### src/rtl/axi_read_master.sv
// -----------------------------------------------------------------------------
// axi_read_master
// AXI4 read-channel initiator (AR/R). Accepts one single-word or INCR burst
// request at a time from a client, issues it on AR, forwards R beats to the
// client with per-beat valid/ready, and flags a burst error on the last beat.
//
// Ports:
//   ACLK, ARESET                 clock, synchronous active-high reset
//   req_valid/req_ready          client request handshake
//   req_addr, req_len            start byte address, beats-1
//   rsp_valid/rsp_ready          client beat handshake
//   rsp_data, rsp_last, rsp_err  beat data, master-counted last, error status
//   AR*_M                        AXI read address channel (master side)
//   R*_M                         AXI read data channel (master side)
// -----------------------------------------------------------------------------
module axi_read_master #(
    parameter logic [3:0] MASTER_ID = 4'd0,
    parameter int         ADDR_W    = 32,
    parameter int         DATA_W    = 32
) (
    input  logic              ACLK,
    input  logic              ARESET,
    // client request
    input  logic              req_valid,
    input  logic [ADDR_W-1:0] req_addr,
    input  logic [3:0]        req_len,
    output logic              req_ready,
    // client response
    output logic              rsp_valid,
    output logic [DATA_W-1:0] rsp_data,
    output logic              rsp_last,
    output logic              rsp_err,
    input  logic              rsp_ready,
    // AXI read address channel
    output logic [3:0]        ARID_M,
    output logic [ADDR_W-1:0] ARADDR_M,
    output logic [3:0]        ARLEN_M,
    output logic [2:0]        ARSIZE_M,
    output logic [1:0]        ARBURST_M,
    output logic              ARVALID_M,
    input  logic              ARREADY_M,
    // AXI read data channel
    input  logic [3:0]        RID_M,
    input  logic [DATA_W-1:0] RDATA_M,
    input  logic [1:0]        RRESP_M,
    input  logic              RLAST_M,
    input  logic              RVALID_M,
    output logic              RREADY_M
);

    typedef enum logic [1:0] {
        ST_IDLE = 2'd0,
        ST_ADDR = 2'd1,
        ST_DATA = 2'd2
    } state_e;

    state_e              state_q, state_d;
    logic [ADDR_W-1:0]   addr_q, addr_d;
    logic [3:0]          len_q, len_d;
    logic [3:0]          cnt_q, cnt_d;
    logic                err_q, err_d;

    logic                beat_last_s;
    logic                beat_err_s;

    // Byte-lane bits of the request address are never used: transfers are
    // always word aligned.
    logic [1:0]          unused_addr_s;
    assign unused_addr_s = req_addr[1:0];

    assign ARID_M    = MASTER_ID;
    assign ARADDR_M  = addr_q;
    assign ARLEN_M   = len_q;
    assign ARSIZE_M  = 3'b010;
    assign ARBURST_M = 2'b01;

    // The master-side beat count is authoritative for the last beat; the
    // slave's RLAST is only compared against it.
    assign beat_last_s = (cnt_q == len_q);
    assign beat_err_s  = (RRESP_M != 2'b00) | (RID_M != MASTER_ID) | (RLAST_M != beat_last_s);

    // State and burst context registers with synchronous reset.
    always_ff @(posedge ACLK) begin
        if (ARESET) begin
            state_q <= ST_IDLE;
            addr_q  <= {ADDR_W{1'b0}};
            len_q   <= 4'd0;
            cnt_q   <= 4'd0;
            err_q   <= 1'b0;
        end else begin
            state_q <= state_d;
            addr_q  <= addr_d;
            len_q   <= len_d;
            cnt_q   <= cnt_d;
            err_q   <= err_d;
        end
    end

    // Next-state logic and channel outputs.
    always_comb begin
        state_d   = state_q;
        addr_d    = addr_q;
        len_d     = len_q;
        cnt_d     = cnt_q;
        err_d     = err_q;
        req_ready = 1'b0;
        ARVALID_M = 1'b0;
        RREADY_M  = 1'b0;
        rsp_valid = 1'b0;
        rsp_data  = {DATA_W{1'b0}};
        rsp_last  = 1'b0;
        rsp_err   = 1'b0;

        case (state_q)
            ST_IDLE: begin
                // Held low while reset is applied so no request is taken.
                req_ready = ~ARESET;
                if (req_valid) begin
                    addr_d  = {req_addr[ADDR_W-1:2], 2'b00};
                    len_d   = req_len;
                    cnt_d   = 4'd0;
                    err_d   = 1'b0;
                    state_d = ST_ADDR;
                end else begin
                    state_d = ST_IDLE;
                end
            end
            ST_ADDR: begin
                ARVALID_M = 1'b1;
                if (ARREADY_M) begin
                    state_d = ST_DATA;
                end else begin
                    state_d = ST_ADDR;
                end
            end
            ST_DATA: begin
                // R channel is a direct pass-through to the client so
                // backpressure needs no buffering.
                RREADY_M  = rsp_ready;
                rsp_valid = RVALID_M;
                rsp_data  = RDATA_M;
                rsp_last  = beat_last_s;
                rsp_err   = err_q | beat_err_s;
                if (RVALID_M && rsp_ready) begin
                    cnt_d = cnt_q + 4'd1;
                    err_d = err_q | beat_err_s;
                    if (beat_last_s) begin
                        state_d = ST_IDLE;
                    end else begin
                        state_d = ST_DATA;
                    end
                end else begin
                    state_d = ST_DATA;
                end
            end
            default: begin
                state_d = ST_IDLE;
            end
        endcase
    end

endmodule

### config.mk
export PLATFORM = sky130hd
export DESIGN_NAME = axi_read_master
export DESIGN_NICKNAME = d
export VERILOG_FILES = /design/src/rtl/axi_read_master.sv
export SDC_FILE = /design/constraint.sdc
export NUM_CORES = 1
export LEC_CHECK = 0
export CAP_MARGIN = 20
export CORE_UTILIZATION = 29
export DETAILED_ROUTE_END_ITERATION = 10
export PLACE_DENSITY = 0.77
export SLEW_MARGIN = 20
export SYNTH_ARGS = -nofsm -noshare
export SYNTH_HDL_FRONTEND = slang
export SYNTH_SLANG_ARGS = --single-unit
### constraint.sdc
create_clock -name ACLK -period 1.5 [get_ports ACLK]
set_input_delay 0.45 -clock ACLK [delete_from_list [all_inputs] [get_ports ACLK]]
set_output_delay 0.45 -clock ACLK [all_outputs]
set_load 0.05 [all_outputs]
==> flow_summary.json <==
{
  "status": "complete, but fails checks",
  "violations": "negative setup slack",
  "rsz0062_at_grt": "true",
  "vias": 2354,
  "crit_top_cell": "xnor2_2",
  "skew_ns": 0.00846,
  "finalSetupTns_ns": -14.10,
  "grt_usage_pct": 21.4,
  "path_cells": "xnor2_2, and4_4, xnor2_2, a31oi_4, buf_6",
  "layout.nets": 508,
  "ys_types": 27,
  "hold_path.class": "reg -> reg",
  "drc_errors": 0,
  "via_per_inst": 4.67,
  "dp_hpwl_mm": 5.84,
  "yosysMostFrequentCell": "nand2_1",
  "cp.arrival_ns": 1.54,
  "synth-edff-count": 0,
  "yosys-top-cells-area": "dfxtp_1 (43%), nand2_1 (14%), and2_1 (11%)",
  "p_per_area_nw_per_um2": 743,
  "num_io_pins": 164,
  "worstSetupEndpointType": "output port",
  "cts_root_buf": "clkbuf_8",
  "p_leak_nw": 1.99,
  "wl_per_cell_um": 17.0,
  "dp_cells": 482,
  "grt_max_degree": 42,
  "holdBufCountCts": 0,
  "htreeDepth": 2,
  "port_buffers": 150,
  "dieArea_sq_um": 6930,
  "utilization_pct": 76.7,
  "drive_gt1_share_pct": 41.9,
  "finalPower_mw": 3.62,
  "hold_viol_final": 0,
  "vdd_drop_max_mv": 0.614,
  "cp.required_ns": 1.05,
  "fin_crit_sh_pct": 133,
  "critPathMaxStageDelay_ns": 0.35,
  "crit_path_start_kind": "register",
  "setup_viol": 41,
  "dr.pass1.iters": 4,
  "synth_top_cell_by_area": "dfxtp_1",
  "clk_path_buf_depth": 2,
  "grt_pass1_vias": 2174,
  "fin_ws_ns": -0.495,
  "synth_area_sq_um": 1910,
  "critPathKind": "reg -> out",
  "gp_congestion": 0.817,
  "yosysSeqAreaShare_pct": 42.9,
  "clock_sinks": 41,
  "crit_fanout": 2,
  "syn-instance-count": 249,
  "grt_pass1_wl_mm": 11.5,
  "finalCriticalPeriod_ns": 1.99,
  "core_sq_um": 6350,
  "ys_seq_elements": 41,
  "synthArstFlopShare_pct": 0,
  "fillers": 414,
  "finalMaxSlewViolations": 0,
  "wirelength_mm": 8.57,
  "grt_overflow": 0,
  "die-width_um": 83.2,
  "yosys_warnings": 0,
  "synth.top_cell.area_share_pct": 42.9,
  "syn2layout_area_growth_pct": 154,
  "die_height_um": 83.2,
  "pre_cts_ws_ns": -0.499,
  "numCtsBuffers": 5,
  "cts_tree": "yes",
  "grt_antenna_before_repair": 0,
  "ant_nets": 0,
  "crit_path_top_delay_cell": "dfxtp_1",
  "drtIter0Drc": 76,
  "fmax_mhz": 501,
  "clk_pin_slew_ns": 0.08,
  "clk_latency_ns": 0.29,
  "synth.top_cells.by_count": "nand2_1 (72), dfxtp_1 (41), a21oi_1 (37)",
  "maxCapViolCount": 0,
  "synthFlopType": "dfxtp_1",
  "syn_avg_cell_area_sq_um": 7.69,
  "rows": 29,
  "initial_utilization_pct": 30.1,
  "instances_no_fill": 504,
  "num_antenna_cells": 0,
  "r2r_slack_ns": -0.02
}
-- worst paths after layout --
check                    start      endpoint  depth (start not counted)
hold / removal    ARADDR_M[25]  ARADDR_M[25]                          2
setup / recovery      cnt_q[0]       rsp_err                          5
hold reg to reg   ARADDR_M[25]  ARADDR_M[25]                          2
setup reg to reg    state_q[1]      cnt_q[1]                          9
-- metal layers --
metal | GRT usage [%] | routed length (um)
met5 | 0 | 0
met2 | 40.7 | 4680
met4 | 4.70 | 191
met3 | 5.96 | 529
met1 | 23.3 | 3170
-- timing repair --
| item | 4_1_cts | 5_1_grt |
|---|---|---|
| setup buffers | 4 | 6 |
| gates resized for setup | 17 | 25 |
| gates cloned | 1 | 5 |
| pin swaps | 11 | 4 |
| endpoints found under the setup margin | 43 | 76 |
-- power breakdown --
part	total, mW	switching [mW]	internal, mW
Clock	0.915	0.372	0.543
Sequential	1.22	0.0702	1.15
Combinational	1.48	0.725	0.754
Total	3.62	1.17	2.45
-- cell usage in the layout (no fill, tap or decap), types with 3 or more instances in the layout --
master	synthesis	routed
a21oi_1	37	35
and2_4	0	34
buf_12	0	75
buf_4	14	22
buf_6	1	9
clkbuf_8	0	6
clkdlybuf4s50_1	0	72
conb_1	2	11
dfxtp_1	41	35
dfxtp_4	0	4
dlygate4sd2_1	0	3
nand2_1	72	71
nand4_1	3	3
nor2_1	6	3
nor3_1	4	3
xnor2_2	0	4
-- critical path: cells and delay by family (launching register included) --
kind	cells	cell delay, ns
and+or+nand+nor	1	0.27
DFF	1	0.35
buffers and inverters	1	0.18
AOI/OAI and AO/OA	1	0.15
xor gates and xnor gates	2	0.29
-- area by class of cell --
class                           instances  area [sq um]  area share (%)
Sequential cell                        41           838            17.2
Multi-Input combinational cell        190          1180            24.3
Clock buffer                            7          86.3            1.77
Timing Repair Buffer                  188          2640            54.1
Tap cell                               77          96.3            1.98
Clock inverter                          1          30.0           0.616
-- registers in the layout (all words and copies together), names as in the netlist --
register  flops
ARADDR_M     30
ARLEN_M       4
cnt_q         4
state_q       2
err_q         1
-- per-stage QoR --
step / hold slack (ns) / cell area, sq um
6_report: 0.493 / 4870
5_1_grt: 0.513 / 4870
4_1_cts: 0.498 / 4680
3_5_place_dp: 0.486 / 4470
3_3_place_gp: 0.479 / 4470
2_1_floorplan: 0.533 / 2150
-- logic make-up (layout without fill, tap and decap cells) --
| logic type | Yosys count | after routing | synth area share, % |
|---|---|---|---|
| AO/OA/AOI/OAI | 40 | 40 | 10.7 |
| XOR/XNOR | 8 | 8 | 3.66 |
| adder cells (fa/ha/maj) | 1 | 1 | 0.653 |
| buffers and inverters | 27 | 196 | 8.69 |
| flip-flops | 41 | 41 | 42.9 |
| other | 2 | 11 | 0.392 |
| AND/OR/NAND/NOR | 130 | 130 | 33.1 |
Power figures use the tool's default switching activity.
